`src/rtl/fetch_ctrl_if.sv`:
```
// Bus between the fetch controller and the program counter / instruction
// memory side: instruction and compare inputs, PC control outputs.
interface fetch_ctrl_if;
  logic [8:0] instr;
  logic [6:0] pc;
  logic       alu_zero;
  logic       pc_reset;
  logic [6:0] pc_start_addr;
  logic       halt;
  logic [1:0] branch_type;
  logic [6:0] seven_bit_address;
  logic [2:0] three_bit_offset;
  logic [5:0] six_bit_offset;
  logic       flag;

  // Controller side: consumes the fetched word, drives the PC controls.
  modport master (
    input  instr, pc, alu_zero,
    output pc_reset, pc_start_addr, halt, branch_type,
           seven_bit_address, three_bit_offset, six_bit_offset, flag
  );

  // PC / memory side: supplies the fetched word, follows the PC controls.
  modport slave (
    output instr, pc, alu_zero,
    input  pc_reset, pc_start_addr, halt, branch_type,
           seven_bit_address, three_bit_offset, six_bit_offset, flag
  );
endinterface

```
`src/rtl/fetch_ctrl.sv`:
```
// Sequencing and branch-control front end for the lab2 7-bit-address core.
// Decodes the word at the current PC, steers the PC, owns the run/halt
// state machine, the branch flag and the retired/taken counters.
// The pc value on the bus is carried for observers; decode does not need it.
module fetch_ctrl #(
  parameter logic [6:0] START_ADDR = 7'd0,
  parameter int         CNT_W      = 16
) (
  input  logic             clk,
  input  logic             reset,
  input  logic             start,
  fetch_ctrl_if.master     bus,
  output logic             running,
  output logic             done,
  output logic [CNT_W-1:0] retired,
  output logic [CNT_W-1:0] taken
);

  typedef enum logic [1:0] {IDLE, LOAD, RUN, HALTED} state_t;

  state_t           state_q, state_d;
  logic             flag_q, flag_d;
  logic [CNT_W-1:0] retired_q, retired_d;
  logic [CNT_W-1:0] taken_q, taken_d;

  logic       isHalt, isJmp, isBne6, isBne3, isCmpf, brTaken;
  logic       haltNow;
  logic [1:0] branchType;
  logic [6:0] sevenAddr;
  logic [2:0] off3;
  logic [5:0] off6;

  // The opcode patterns are mutually exclusive, so no priority chain is needed.
  assign isHalt  = (bus.instr == 9'h1FF);
  assign isJmp   = (bus.instr[8:7] == 2'b10);
  assign isBne6  = (bus.instr[8:6] == 3'b110);
  assign isBne3  = (bus.instr[8:3] == 6'b111000);
  assign isCmpf  = (bus.instr[8:3] == 6'b111001);
  assign brTaken = isJmp || ((isBne6 || isBne3) && !flag_q);

  // Next state, counter/flag updates and the combinational decode fields.
  always_comb begin
    state_d    = state_q;
    flag_d     = flag_q;
    retired_d  = retired_q;
    taken_d    = taken_q;
    haltNow    = 1'b1;
    branchType = 2'b00;
    sevenAddr  = 7'd0;
    off3       = 3'd0;
    off6       = 6'd0;
    case (state_q)
      IDLE: begin
        if (start) state_d = LOAD;
      end
      LOAD: begin
        state_d   = RUN;
        flag_d    = 1'b0;
        retired_d = '0;
        taken_d   = '0;
      end
      RUN: begin
        haltNow = 1'b0;
        if (isHalt) begin
          haltNow = 1'b1;
          state_d = HALTED;
        end else begin
          if (retired_q != '1) retired_d = retired_q + CNT_W'(1);
          if (brTaken && (taken_q != '1)) taken_d = taken_q + CNT_W'(1);
          if (isJmp) begin
            branchType = 2'b01;
            sevenAddr  = bus.instr[6:0];
          end else if (isBne6) begin
            branchType = 2'b11;
            off6       = bus.instr[5:0];
          end else if (isBne3) begin
            branchType = 2'b10;
            off3       = bus.instr[2:0];
          end else if (isCmpf) begin
            flag_d = bus.alu_zero;
          end
        end
      end
      HALTED: begin
        if (start) state_d = LOAD;
      end
      default: state_d = IDLE;
    endcase
  end

  // State, flag and counter registers with synchronous reset.
  always_ff @(posedge clk) begin
    if (reset) begin
      state_q   <= IDLE;
      flag_q    <= 1'b0;
      retired_q <= '0;
      taken_q   <= '0;
    end else begin
      state_q   <= state_d;
      flag_q    <= flag_d;
      retired_q <= retired_d;
      taken_q   <= taken_d;
    end
  end

  assign bus.pc_reset          = (state_q == LOAD);
  assign bus.pc_start_addr     = START_ADDR;
  assign bus.halt              = haltNow;
  assign bus.branch_type       = branchType;
  assign bus.seven_bit_address = sevenAddr;
  assign bus.three_bit_offset  = off3;
  assign bus.six_bit_offset    = off6;
  assign bus.flag              = flag_q;
  assign running               = (state_q == RUN);
  assign done                  = (state_q == HALTED);
  assign retired               = retired_q;
  assign taken                 = taken_q;

endmodule

```
`src/flat_wrapper.sv`:
```
// flat-port wrapper written by rule: the top's interface ports become plain ports
module fetch_ctrl_flat 
#(
  parameter logic [6:0] START_ADDR = 7'd0,
  parameter int         CNT_W      = 16
)
  (clk, reset, start, running, done, retired, taken, bus_instr, bus_pc, bus_alu_zero, bus_pc_reset, bus_pc_start_addr, bus_halt, bus_branch_type, bus_seven_bit_address, bus_three_bit_offset, bus_six_bit_offset, bus_flag);
  fetch_ctrl_if bus_i ();
  input  logic clk;
  input  logic reset;
  input  logic start;
  output logic running;
  output logic done;
  output logic [CNT_W-1:0] retired;
  output logic [CNT_W-1:0] taken;
  input wire logic [$bits(bus_i.instr)-1:0] bus_instr;
  input wire logic [$bits(bus_i.pc)-1:0] bus_pc;
  input wire logic [$bits(bus_i.alu_zero)-1:0] bus_alu_zero;
  output wire logic [$bits(bus_i.pc_reset)-1:0] bus_pc_reset;
  output wire logic [$bits(bus_i.pc_start_addr)-1:0] bus_pc_start_addr;
  output wire logic [$bits(bus_i.halt)-1:0] bus_halt;
  output wire logic [$bits(bus_i.branch_type)-1:0] bus_branch_type;
  output wire logic [$bits(bus_i.seven_bit_address)-1:0] bus_seven_bit_address;
  output wire logic [$bits(bus_i.three_bit_offset)-1:0] bus_three_bit_offset;
  output wire logic [$bits(bus_i.six_bit_offset)-1:0] bus_six_bit_offset;
  output wire logic [$bits(bus_i.flag)-1:0] bus_flag;
  assign bus_i.instr = bus_instr;
  assign bus_i.pc = bus_pc;
  assign bus_i.alu_zero = bus_alu_zero;
  assign bus_pc_reset = bus_i.pc_reset;
  assign bus_pc_start_addr = bus_i.pc_start_addr;
  assign bus_halt = bus_i.halt;
  assign bus_branch_type = bus_i.branch_type;
  assign bus_seven_bit_address = bus_i.seven_bit_address;
  assign bus_three_bit_offset = bus_i.three_bit_offset;
  assign bus_six_bit_offset = bus_i.six_bit_offset;
  assign bus_flag = bus_i.flag;
  fetch_ctrl #(.START_ADDR(START_ADDR), .CNT_W(CNT_W)) u_core (.clk(clk), .reset(reset), .start(start), .bus(bus_i), .running(running), .done(done), .retired(retired), .taken(taken));
endmodule
```
`config.mk`:
```
export PLATFORM = sky130hd
export DESIGN_NAME = fetch_ctrl_flat
export DESIGN_NICKNAME = d
export VERILOG_FILES = /design/src/rtl/fetch_ctrl_if.sv /design/src/rtl/fetch_ctrl.sv /design/src/flat_wrapper.sv
export SDC_FILE = /design/constraint.sdc
export NUM_CORES = 1
export LEC_CHECK = 0
export CORE_MARGIN = 5
export CORE_UTILIZATION = 44
export CTS_CLUSTER_SIZE = 8
export DETAILED_ROUTE_END_ITERATION = 10
export MAX_ROUTING_LAYER = met4
export PLACE_DENSITY = 0.83
export SLEW_MARGIN = 20
export SYNTH_ARGS = -nofsm -noshare
export SYNTH_HDL_FRONTEND = slang
export SYNTH_SLANG_ARGS = --single-unit
export TNS_END_PERCENT = 10
```
`constraint.sdc`:
```
create_clock -name clk -period 2.9 [get_ports clk]
set_input_delay 0.29 -clock clk [delete_from_list [all_inputs] [get_ports clk]]
set_output_delay 0.29 -clock clk [all_outputs]
set_load 0.02 [all_outputs]
```
==> flow_metrics.env, run 1 <==
export IMPL_ant_nets=0
export IMPL_dp_slack_ns=0.2795
export IMPL_io_pins=82
export IMPL_routed_wl_um=5955
export IMPL_setup_violations=0
export IMPL_critPathKind="in -> out"
export IMPL_cp_required_ns=2.61
export IMPL_relSlewSlack_pct=57.20
export IMPL_final_hold_viol_count=0
export IMPL_setup_tns_ns=0
export IMPL_groute_usage_overall_pct=19.48
export IMPL_endpoint_kind="output pin"
export IMPL_synth_area_mm2=0.002186
export IMPL_cts_tree="yes"
export IMPL_multiInputGateArea_mm2=0.001380
export IMPL_period_minus_slack_ns=2.576
export IMPL_maxSlewViolCount=0
export IMPL_grt_pass1_wl_um=9784
export IMPL_postSynthCellCount=280
export IMPL_drt_drc_violations_left=0
export IMPL_startpoint="bus_instr[3]"
export IMPL_synth_avg_cell_area_um2=7.807
export IMPL_synthArstFlopShare_pct=0
export IMPL_syn_to_final_growth_pct=39.27
export IMPL_clock_latency_ns=0.29
export IMPL_cp_max_fo=6
export IMPL_overflow=0
export IMPL_worst_slack_ns=0.3237
export IMPL_hp_start="u_core.bus.flag"
export IMPL_cts_root_buffer="clkbuf_8"
export IMPL_dp_hpwl_um=4475
export IMPL_layout_area_seq_um2=700.7
export IMPL_synthDistinctLibCells=51
export IMPL_layout_drive_gt1_share_pct=7.365
export IMPL_synth_yosys_seq_area_share_pct=32.05
export IMPL_ys_ff_latch=35
export IMPL_numCtsBuffers=5
export IMPL_mostFrequentLayoutCells="clkdlybuf4s50_1 (67), dfxtp_1 (35), nor2_1 (32), nand2_1 (24)"
export IMPL_io_buffers=67
export IMPL_fp_dieH_um=80.48
export IMPL_arrival_ns=2.29
export IMPL_grt_start_max_net_pins=17
export IMPL_coreArea_mm2=0.004786
export IMPL_viasPerCell=5.588
export IMPL_yosysWarnings=0
export IMPL_min_period_over_period_pct=88.84
export IMPL_max_freq_mhz=388.2
export IMPL_final_area_mm2=0.003044
export IMPL_final_core_util_pct=63.61
export IMPL_firstDrtPassIters=4
export IMPL_wl_per_cell_um=14.18
export IMPL_p_leak_uw=0.001059
export IMPL_postCtsSetupBuffers=0
export IMPL_htreeDepth=2
export IMPL_placed_area_mm2=0.002935
export IMPL_vias=2347
export IMPL_rsz0062_at_grt="no"
export IMPL_fillCellCount=414
export IMPL_place_gp_congestion=0.8950
export IMPL_status="completed"
export IMPL_initial_core_util_pct=45.67
export IMPL_die_w_um=80.48
export IMPL_ys_flop_type="dfxtp_1"
export IMPL_antennaDiodeCount=0
export IMPL_startpoint_type="primary input"
export IMPL_num_nets_final=378
export IMPL_hold_class="reg -> reg"
export IMPL_antenna_found_initial=0
export IMPL_clockBufferDepth=2
export IMPL_core_rowCount=25
export IMPL_clock_skew_ns=0.007151
export IMPL_cap_viol_max_count=0
export IMPL_grt_pass1_vias=2088
export IMPL_clkTransAtPathRegs_ns=0.07
export IMPL_reg2reg_from="u_core.taken[0]"
export IMPL_power_density_mw_per_mm2=476.3
export IMPL_dieArea_mm2=0.006477
export IMPL_peakVddDrop_mv=0.3439
export IMPL_final_common_cell="clkdlybuf4s50_1"
export IMPL_synth_edf_count=0
export IMPL_drt_iter0_markers=123
export IMPL_cts_sinks=35
export IMPL_worst_pin_slew_ns=0.6362
state kept, by name, indices dropped and copies added, names as in the netlist:
signal,cells
u_core.bus.flag,1
u_core.retired,16
u_core.state_q,2
u_core.taken,16
critical path, cell delays in order:
cell             delay, ns
clkdlybuf4s50_1       0.51
or3_4                 0.43
nor3_1                0.28
and2_1                0.17
clkdlybuf4s50_1       0.61
metrics by stage:
| stage | cells | hold WS, ns | power [uW] |
|---|---|---|---|
| floorplan | 286 | 0.4402 | 866.1 |
| global placement | 412 | 0.4862 | 1054 |
| detailed placement | 412 | 0.4916 | 1065 |
| CTS | 420 | 0.5038 | 1462 |
| global route | 420 | 0.5297 | 1539 |
| finish | 420 | 0.5023 | 1450 |
final cells by class:
class | instances | area share [%]
clock buffer | 7 | 3.165
clock inverter | 1 | 0.2466
inverter | 10 | 1.233
multi-input combinational | 224 | 45.33
sequential | 35 | 23.02
tap | 67 | 2.754
timing repair buffer | 76 | 24.25
worst paths after layout:
kind                            cells past startpoint  slack, ns                 endpoint
worst min register to register                      2       0.50          u_core.bus.flag
worst max-delay path                                5       0.32  bus_three_bit_offset[1]
worst min-delay path                                2       0.50          u_core.bus.flag
worst max register to register                      6       0.65         u_core.taken[13]
layer usage:
metal  vias up  wire length [um]  GRT usage [%]
li1       1163                 -              -
met1      1092              2510          23.31
met2        84              3001          32.70
met3         8               361          4.372
met4         0                81          5.743
met5         -                 0              -
cell usage after synthesis, drive strengths merged, types with 3 or more instances:
cell type	number	area, um2
a211oi	4	35.03
a21oi	10	53.80
a31oi	5	31.28
and2	18	112.6
and3	5	31.28
and4	5	43.79
buf	10	66.31
clkbuf	7	28.78
dfxtp	35	700.7
ha	6	75.07
inv	10	37.54
nand2	24	90.09
nand3	16	80.08
nand4	18	112.6
nor2	32	120.1
nor3	11	55.05
nor3b	3	22.52
nor4	9	56.30
o211ai	3	22.52
o21ai	3	15.01
xnor2	13	113.9
power by group:
| group | internal, uW | switching (uW) | total, uW |
|---|---|---|---|
| registers | 500 | 22.9 | 523 |
| clock network | 216 | 180 | 396 |
| logic | 201 | 330 | 532 |
| total | 917 | 533 | 1450 |
logic make-up after synthesis:
| kind of cell | Yosys count | synth area share (%) |
|---|---|---|
| multiplexers | 4 | 1.946 |
| adder cells (fa/ha/maj) | 6 | 3.434 |
| other | 1 | 0.1716 |
| buffers and inverters | 27 | 6.068 |
| flip-flops | 35 | 32.05 |
| AND/OR/NAND/NOR | 153 | 37.38 |
| AO/OA/AOI/OAI | 41 | 13.74 |
| XOR/XNOR | 13 | 5.209 |
what timing repair did:
action                                  in CTS  in global routing
gates resized for setup                      0                  1
endpoints found under the setup margin       0                  1
hold buffers                                 0                  0
Power figures use the tool's default switching activity.
==> run 2, diff against run 1 <==
--- a/config.mk
+++ b/config.mk
@@ -6,11 +6,12 @@
 export NUM_CORES = 1
 export LEC_CHECK = 0
 export CORE_MARGIN = 5
-export CORE_UTILIZATION = 44
+export CORE_UTILIZATION = 50
 export CTS_CLUSTER_SIZE = 8
 export DETAILED_ROUTE_END_ITERATION = 10
+export DONT_BUFFER_PORTS = 1
 export MAX_ROUTING_LAYER = met4
-export PLACE_DENSITY = 0.83
+export PLACE_DENSITY = 0.68
 export SLEW_MARGIN = 20
 export SYNTH_ARGS = -nofsm -noshare
 export SYNTH_HDL_FRONTEND = slang
==> flow_metrics.env, run 2 (synthesized netlist as in run 1, its figures left out) <==
export IMPL_status="completed"
export IMPL_hold_class="in -> reg"
export IMPL_power_density_mw_per_mm2=622.0
export IMPL_fp_dieH_um=76.12
export IMPL_coreArea_mm2=0.004294
export IMPL_critPathKind="reg -> reg"
export IMPL_cts_sinks=35
export IMPL_cap_viol_max_count=0
export IMPL_place_gp_congestion=0.9018
export IMPL_setup_violations=0
export IMPL_routed_wl_um=5286
export IMPL_numCtsBuffers=5
export IMPL_p_int_uw=976.0
export IMPL_gr_usage_met3_pct=6.856
export IMPL_grt_busiest_layer="met2"
export IMPL_drt_iter0_markers=99
export IMPL_arrival_ns=2.68
export IMPL_layout_drive_gt1_share_pct=9.408
export IMPL_maxSlewViolCount=0
export IMPL_cts_resized=0
export IMPL_dieArea_mm2=0.005794
export IMPL_max_freq_mhz=400.5
export IMPL_ant_nets=0
export IMPL_cts_root_buffer="clkbuf_8"
export IMPL_die_w_um=76.12
export IMPL_antennaDiodeCount=0
export IMPL_crit_slowest_cell="a2111oi_0"
export IMPL_clkTransAtPathRegs_ns=0.07
export IMPL_htreeDepth=2
export IMPL_cts_hold_buf=0
export IMPL_drt_drc_violations_left=0
export IMPL_cp_max_fo=9
export IMPL_endpoint_kind="flip-flop"
export IMPL_power_frac_comb_pct=29.4
export IMPL_rsz0062_at_grt="no"
export IMPL_met2_usage_pct=30.14
export IMPL_final_common_cell="dfxtp_1"
export IMPL_multiInputGateArea_mm2=0.001383
export IMPL_final_hold_viol_count=0
export IMPL_clock_skew_ns=0.006989
export IMPL_dp_hpwl_um=3906
export IMPL_fillCellCount=423
export IMPL_grt_start_max_net_pins=19
export IMPL_startpoint_type="flip-flop"
export IMPL_core_rowCount=24
export IMPL_antenna_found_initial=0
export IMPL_io_buffers=0
export IMPL_groute_usage_overall_pct=18.41
export IMPL_period_minus_slack_ns=2.497
export IMPL_placed_area_mm2=0.002261
export IMPL_cts_tree="yes"
export IMPL_use_met1_pct=20.59
export IMPL_overflow=0
export IMPL_clock_latency_ns=0.29
export IMPL_syn_to_final_growth_pct=9.674
export IMPL_layout_area_seq_um2=700.7
export IMPL_io_pins=82
export IMPL_vias=2023
export IMPL_final_area_mm2=0.002397
export IMPL_netSwitchingPower_uw=515.1
export IMPL_peakVddDrop_mv=0.2920
export IMPL_grt_pass1_wl_um=8804
export IMPL_mostFrequentLayoutCells="dfxtp_1 (35), nor2_1 (32), nand2_1 (24), and2_1 (18), nand4_1 (18)"
export IMPL_p_seq_share_pct=35.2
export IMPL_p_leak_uw=0.0008437
export IMPL_p_clk_share_pct=35.4
export IMPL_num_nets_final=312
export IMPL_firstDrtPassIters=4
export IMPL_min_period_over_period_pct=86.10
export IMPL_initial_core_util_pct=50.90
export IMPL_worst_pin_slew_ns=0.6234
export IMPL_max_stage_delay_ns=0.53
export IMPL_p_total_uw=1491
export IMPL_relSlewSlack_pct=57.36
export IMPL_crit_chain="inv_1 > ha_1 > nand2_1 > a221o_1 > a2111oi_0 > o221ai_1 > o211a_1"
export IMPL_viasPerCell=5.968
export IMPL_grt_pass1_vias=1859
export IMPL_cp_required_ns=3.09
export IMPL_postCtsSetupBuffers=0
export IMPL_swShare_pct=34.54
export IMPL_clockBufferDepth=2
export IMPL_setup_tns_ns=0
export IMPL_wl_per_cell_um=15.59
## run 2: power by group through the flow
stage	logic (uW)	clock network (uW)	registers [uW]
finish	439	528	524
global route	482	570	526
CTS	440	543	523
detailed placement	440	0	534
global placement	434	0	534
floorplan	331	0	535
## run 2: per-stage QoR
step / hold slack, ns / setup WS [ns] / util (%) / std cells
floorplan: 0.4402 / 0.6213 / - / 286
CTS: 0.05152 / 0.4255 / 55.83 / 339
detailed placement: 0.3640 / 0.4793 / 52.65 / 331
finish: 0.06006 / 0.4032 / 55.83 / 339
global placement: 0.3634 / 0.5356 / 52.65 / 331
global route: 0.04709 / 0.1585 / 55.83 / 339
## run 2: metal layers
metal / part of all wire, % / routed length [um] / vias up
li1: - / - / 1019
met1: 42 / 2239 / 954
met2: 50 / 2624 / 41
met3: 6.7 / 353 / 9
met4: 1.3 / 69 / 0
met5: 0 / 0 / -
## run 2: critical path: cells and delay by family, from the launching register on
family	cells	cell delay (ns)
buffers and inverters	1	0.07
and+or+nand+nor	1	0.25
adders and majority gates	1	0.36
DFF	1	0.36
AOI/OAI and AO/OA	4	1.34
## run 2: worst paths after layout
path                           from                end  slack (ns)  cells past startpoint
setup / recovery  u_core.state_q[0]    u_core.taken[5]        0.40                      7
hold / removal                reset  u_core.retired[1]        0.06                      1
setup reg to reg  u_core.state_q[0]    u_core.taken[5]        0.40                      7
hold reg to reg   u_core.state_q[0]  u_core.state_q[0]        0.58                      2
## run 2: final cells by class
type | count | share of cell area, %
Clock inverter | 3 | 2.818
Timing Repair Buffer | 10 | 3.132
Multi-Input combinational cell | 224 | 57.67
Tap cell | 52 | 2.714
Sequential cell | 35 | 29.23
Clock buffer | 5 | 2.871
Inverter | 10 | 1.566
==> run 3, diff against run 2 <==
--- a/config.mk
+++ b/config.mk
@@ -12,7 +12,6 @@
 export DONT_BUFFER_PORTS = 1
 export MAX_ROUTING_LAYER = met4
 export PLACE_DENSITY = 0.68
-export SLEW_MARGIN = 20
 export SYNTH_ARGS = -nofsm -noshare
 export SYNTH_HDL_FRONTEND = slang
 export SYNTH_SLANG_ARGS = --single-unit
==> results of run 3 <==
Final layout, timing and power as in run 2 (identical DEF).
